File: src/rtl/booth_result_fifo_if.sv
// booth_result_fifo_if
// Result handshake between the Booth result FIFO and its SoC-side consumer.
// The FIFO drives the head product and its valid flag. The consumer drives
// ready to accept the head entry.
interface booth_result_fifo_if #(
  parameter int DATA_SIZE = 8
);
  logic [2*DATA_SIZE-1:0] result_o;
  logic                   result_valid_o;
  logic                   result_ready_i;

  // FIFO side: presents the head entry and observes consumer acceptance
  modport master (
    output result_o,
    output result_valid_o,
    input  result_ready_i
  );

  // Consumer side: observes the head entry and signals acceptance
  modport slave (
    input  result_o,
    input  result_valid_o,
    output result_ready_i
  );
endinterface

File: src/rtl/booth_result_fifo.sv
// booth_result_fifo
// Captures each finished Booth product on the rising edge of the multiplier's
// valid level and queues it in a first-word-fall-through FIFO. The FIFO has
// no bypass path, so a product written into an empty FIFO appears at the head
// on the following cycle.
// The full and overflow flags let the Booth controller hold back 'finish'
// until space is free.
// Optional feature: define BOOTH_RES_STATS_EN to add drop_count_o, an 8-bit
// counter of dropped products that saturates at 255.
module booth_result_fifo #(
  parameter int DATA_SIZE = 8,
  parameter int DEPTH     = 4
) (
  input  logic                       clk_i,
  input  logic                       reset_i,
  input  logic [2*DATA_SIZE-1:0]     booth_product_i,
  input  logic                       booth_valid_i,
  input  logic                       clear_i,
  booth_result_fifo_if.master        res_if,
  output logic                       full_o,
  output logic                       empty_o,
  output logic [$clog2(DEPTH):0]     level_o,
  output logic                       overflow_o
`ifdef BOOTH_RES_STATS_EN
  ,
  output logic [7:0]                 drop_count_o
`endif
);

  localparam int PW = 2 * DATA_SIZE;
  localparam int AW = $clog2(DEPTH);
  localparam int LW = AW + 1;
  localparam logic [LW-1:0] LEVEL_FULL = LW'(DEPTH);

  logic [PW-1:0] mem [DEPTH];
  logic [AW-1:0] wr_ptr;
  logic [AW-1:0] rd_ptr;
  logic [LW-1:0] level;
  logic          valid_q;
  logic          overflow_q;

  logic          push;
  logic          pop;
  logic          is_full;
  logic          is_empty;
  logic          wr_en;
  logic          drop;

  // Flags and handshake terms are taken from the registered state. A write
  // into a full FIFO is allowed only when the head leaves in the same cycle.
  always_comb begin
    is_full  = (level == LEVEL_FULL);
    is_empty = (level == LW'(0));
    push     = booth_valid_i & ~valid_q;
    pop      = ~is_empty & res_if.result_ready_i;
    wr_en    = push & (~is_full | pop);
    drop     = push & is_full & ~pop;
  end

  // Edge detector on the valid level. It starts from 0 after reset or clear,
  // so a valid level that is already high counts as a new product.
  always_ff @(posedge clk_i) begin
    if (reset_i) begin
      valid_q <= 1'b0;
    end else if (clear_i) begin
      valid_q <= 1'b0;
    end else begin
      valid_q <= booth_valid_i;
    end
  end

  // Pointers, occupancy and the sticky overflow flag.
  // clear_i overrides any push or pop in the same cycle.
  always_ff @(posedge clk_i) begin
    if (reset_i || clear_i) begin
      wr_ptr     <= '0;
      rd_ptr     <= '0;
      level      <= '0;
      overflow_q <= 1'b0;
    end else begin
      if (wr_en) begin
        wr_ptr <= wr_ptr + AW'(1);
      end
      if (pop) begin
        rd_ptr <= rd_ptr + AW'(1);
      end
      if (wr_en && !pop) begin
        level <= level + LW'(1);
      end else if (pop && !wr_en) begin
        level <= level - LW'(1);
      end
      if (drop) begin
        overflow_q <= 1'b1;
      end
    end
  end

  // Storage array. Products are stored bit-exact, with no sign handling.
  always_ff @(posedge clk_i) begin
    if (reset_i) begin
      for (int i = 0; i < DEPTH; i++) begin
        mem[i] <= '0;
      end
    end else if (!clear_i && wr_en) begin
      mem[wr_ptr] <= booth_product_i;
    end
  end

`ifdef BOOTH_RES_STATS_EN
  logic [7:0] drop_count_q;

  // Saturating count of products dropped because the FIFO was full
  always_ff @(posedge clk_i) begin
    if (reset_i || clear_i) begin
      drop_count_q <= 8'd0;
    end else if (drop && (drop_count_q != 8'hFF)) begin
      drop_count_q <= drop_count_q + 8'd1;
    end
  end

  assign drop_count_o = drop_count_q;
`endif

  // Outputs are decoded only from registered state. The head value is held
  // at 0 while the FIFO is empty.
  assign res_if.result_o       = is_empty ? '0 : mem[rd_ptr];
  assign res_if.result_valid_o = ~is_empty;
  assign full_o                = is_full;
  assign empty_o               = is_empty;
  assign level_o               = level;
  assign overflow_o            = overflow_q;

endmodule

File: src/flat_wrapper.sv
// flat-port wrapper written by rule: the top's interface ports become plain ports
module booth_result_fifo_flat 
#(
  parameter int DATA_SIZE = 8,
  parameter int DEPTH     = 4
)
  (clk_i, reset_i, booth_product_i, booth_valid_i, clear_i, full_o, empty_o, level_o, overflow_o, res_if_result_o, res_if_result_valid_o, res_if_result_ready_i);
  booth_result_fifo_if #(.DATA_SIZE(DATA_SIZE)) res_if_i ();
  input  logic clk_i;
  input  logic reset_i;
  input  logic [2*DATA_SIZE-1:0] booth_product_i;
  input  logic booth_valid_i;
  input  logic clear_i;
  output logic full_o;
  output logic empty_o;
  output logic [$clog2(DEPTH):0] level_o;
  output logic overflow_o;
  output wire logic [$bits(res_if_i.result_o)-1:0] res_if_result_o;
  output wire logic [$bits(res_if_i.result_valid_o)-1:0] res_if_result_valid_o;
  input wire logic [$bits(res_if_i.result_ready_i)-1:0] res_if_result_ready_i;
  assign res_if_result_o = res_if_i.result_o;
  assign res_if_result_valid_o = res_if_i.result_valid_o;
  assign res_if_i.result_ready_i = res_if_result_ready_i;
  booth_result_fifo #(.DATA_SIZE(DATA_SIZE), .DEPTH(DEPTH)) u_core (.clk_i(clk_i), .reset_i(reset_i), .booth_product_i(booth_product_i), .booth_valid_i(booth_valid_i), .clear_i(clear_i), .res_if(res_if_i), .full_o(full_o), .empty_o(empty_o), .level_o(level_o), .overflow_o(overflow_o));
endmodule
File: config.mk
export PLATFORM = sky130hd
export DESIGN_NAME = booth_result_fifo_flat
export DESIGN_NICKNAME = d
export VERILOG_FILES = /design/src/rtl/booth_result_fifo_if.sv /design/src/rtl/booth_result_fifo.sv /design/src/flat_wrapper.sv
export SDC_FILE = /design/constraint.sdc
export NUM_CORES = 1
export LEC_CHECK = 0
export CAP_MARGIN = 20
export CORE_AREA = 5 5 86 88
export CTS_BUF_LIST = sky130_fd_sc_hd__clkbuf_8
export CTS_CLUSTER_DIAMETER = 100
export DETAILED_ROUTE_END_ITERATION = 6
export DIE_AREA = 0 0 91 93
export GPL_ROUTABILITY_DRIVEN = 0
export PLACE_DENSITY = 0.77
export SLEW_MARGIN = 10
export SYNTH_ARGS = -nofsm -noshare
export SYNTH_HDL_FRONTEND = slang
export SYNTH_SLANG_ARGS = --single-unit
File: constraint.sdc
create_clock -name clk_i -period 4.4 [get_ports clk_i]
set_clock_uncertainty 0.15 [all_clocks]
set_input_delay 0.44 -clock clk_i [delete_from_list [all_inputs] [get_ports clk_i]]
set_output_delay 0.44 -clock clk_i [all_outputs]
set_load 0.05 [all_outputs]
==> impl_results.md <==
* Asr flop ratio synth at 0%
* Critical Path End Type: primary output
* Routed WL per cell at 18.3 µm
* Leakage at 1.57 nW
* Initial Util at 52.7%
* Final setup vio count at 0
* Synth area leaders: edfxtp_1 55%, mux4_2 10%, dfxtp_1 6.4%, and2_1 6.0%, and3_1 4.3%
* Number of synthesized flops with an enable pin at 64
* Pint at 1.17 mW
* DIE HEIGHT at 93 µm
* Worst-path clk slew at 0.07 ns
* Compound-gate portion of the synthesized area at around 2.3%
* Max-slew violation count at 0
* Area Growth Syn to Fin at 19.3%
* XOR/XNOR Fraction of Synth Area at 0.758%
* Mapped Cells at 232
* Combinational power share at between 10% and 20%
* Syn Area/Cell at 14.9 µm²
* Vias at 2017
* Worst Hold Slack at 0.347 ns
* Setup TNS at 0 ns
* Simple-gate share of the synthesized area at 19.9%
* Cts hold-fix bufs at 0
* Power per cell area at 388 nW/µm²
* Max-capacitance violation count at 0
* Post-synthesis sequential area ratio at 61.8%
* H-tree lvl count at 3
* Min Tclk post-route at around 3.2 ns
* Yosys warns at 0
* Worst EP arrival at around 2.6 ns
* Vias per cell at between 5 and 6
* Dpl ws at approximately 1.5 ns
* Worst-path fanout max at 12
* Starting DRT DRC Count at 116
* Sw power at 0.437 mW
* Cell taking the most area after synthesis: edfxtp_1
* Share of cells above drive strength 1 at about 18%
* Outcome: complete, no violations
* CTS tree: built
* Syn nets at 255
* Cell Rows at 30
* Synth Register Bits at 75
* Most common cell in the synthesized netlist: edfxtp_1
* Crit path launch type: flip-flop
* Final net count at roughly 300
* Gr ovfl total at 0
* Io pins at 44
* Switching Fraction at a little over a quarter
* Top cell type's share of synthesized area at a little under three fifths
* Largest family of logic cells by synthesized area: simple AND/OR/NAND/NOR gates
* DRC Markers at 0
* Number of global-route vias before repair at 1976
* Clk sink count at 75
* Clk_lat worst skew at 0.34 ns
* Slew HR at between 40% and 50%
* Clock buffer depth at 2
* GRT Total Usage at roughly 17%
* Total iterations of the first detailed-routing run at 4
* Placed Cells at 347
* RSZ-0062 raised after global routing: false
* Final std cells w/o fill at 363
* Reg-to-reg critical path startpoint: u_core.level_o[0]$_SDFFE_PP0P_
* Post-CTS sizing at 0
* Core box area at 6570 µm²
* Crit Path Category: reg -> out
* # Post-CTS Setup Buffers at 0
* Hold Path Origin: u_core.overflow_o$_SDFFE_PP0P_
* Peak VDD IR at 0.303 mV
* Die width at around 91 µm
* Port bufs at 43
* Period utilization at 72.0%
* N_diodes at 0
* Hold Path Class: reg -> reg
* F_max at 0.316 GHz
* Final WS setup at 1.23 ns
* WP data required at 3.81 ns
* Clk pwr share at 32.2%
* Largest net degree at the start of global routing at between 40 and 50
* Root buffer cell: clkbuf_8
* Dpl hpwl at 4.18 mm
* Final Hold Viols at 0
* Antenna violations before repair at 0
* Post-Synth Adder-Cell Area at less than 1%
* Mux share of post-synthesis cell area at between 10% and 20%
* Worst-Margin Slew at 0.832 ns
* Detail Route Antenna Nets at 0
* Predominant post-synthesis flop cell: edfxtp_1
* Synth Cell Area at between 3000 and 4000 µm²
* Yosys cell types at 38
* CTS Buf Count at 9
* Final wirelength at 6.65 mm
* Die area at 8460 µm²
* First-pass GRT wire length at 10.7 mm
* Synth cell count leaders: 64 x edfxtp_1, 33 x and2_1, 24 x and3_1
* Seq pwr share at around half
[power groups by stage]
stage,Combinational [mW],Sequential [mW],Clock [mW]
after floorplan,0.172,0.839,0
after global placement,0.266,0.835,0
after detailed placement,0.270,0.838,0
after CTS,0.271,0.822,0.520
after global routing,0.284,0.826,0.556
final,0.267,0.821,0.517
[path summary, 6_finish.rpt]
path	slack (ns)	end	cells after the start
setup reg to reg	1.98	u_core.level_o[2]$_SDFFE_PP0P_	8
setup / recovery	1.23	res_if_result_o[4]	4
hold / removal	0.35	u_core.overflow_o$_SDFFE_PP0P_	2
hold reg to reg	0.35	u_core.overflow_o$_SDFFE_PP0P_	2
[sequential cells by signal, indices dropped and copies added, names as in the netlist, named ones only]
register / flops
u_core.overflow_o: 1
u_core.rd_ptr: 2
u_core.mem: 64
u_core.level_o: 3
u_core.valid_q: 1
u_core.wr_ptr: 2
[cells by family after synthesis]
| group | count (synthesis) |
|---|---|
| and+or+nand+nor | 104 |
| adders and majority gates | 2 |
| DFF | 75 |
| xor gates and xnor gates | 3 |
| buffers and inverters | 19 |
| AOI/OAI and AO/OA | 12 |
| muxes | 17 |
[placed cells by master (no fill, tap or decap), drive strengths merged, types with 6 or more instances in the layout]
master | netlist | final
edfxtp | 64 | 64
clkdlybuf4s50 | 0 | 43
and2 | 33 | 33
and3 | 30 | 30
nor2b | 17 | 17
mux4 | 16 | 16
dfxtp | 11 | 11
clkbuf | 4 | 9
nor2 | 8 | 8
buf | 10 | 6
[final cells by class]
class | instances | area (µm²)
tap | 80 | 100
multi-input combinational | 138 | 1200
clock buffer | 9 | 124
fill | 498 | 2440
sequential | 75 | 2140
clock inverter | 7 | 68.8
inverter | 5 | 18.8
timing repair buffer | 49 | 475
[critical path: stages, from the launching register on]
cell and delay (ns):
dfxtp_1 0.51, buf_4 0.33, mux4_2 0.55, nor2b_1 0.14, clkdlybuf4s50_1 0.70
[layer usage]
| layer | wire [µm] | GRT usage [%] | vias to the layer above |
|---|---|---|---|
| li1 | - | - | 961 |
| met1 | 2800 | 21.4 | 1008 |
| met2 | 3480 | 28.3 | 44 |
| met3 | 309 | 4.10 | 4 |
| met4 | 60 | 5.50 | 0 |
| met5 | 0 | 0 | - |
[stage by stage]
stage,area (µm²),utilization [%],power (mW)
floorplan,3460,-,1.01
global placement,3940,60.0,1.10
detailed placement,3940,60.0,1.11
CTS,4130,62.9,1.61
global route,4130,62.9,1.67
finish,4130,62.9,1.61
(Power assumes the default switching activity.)
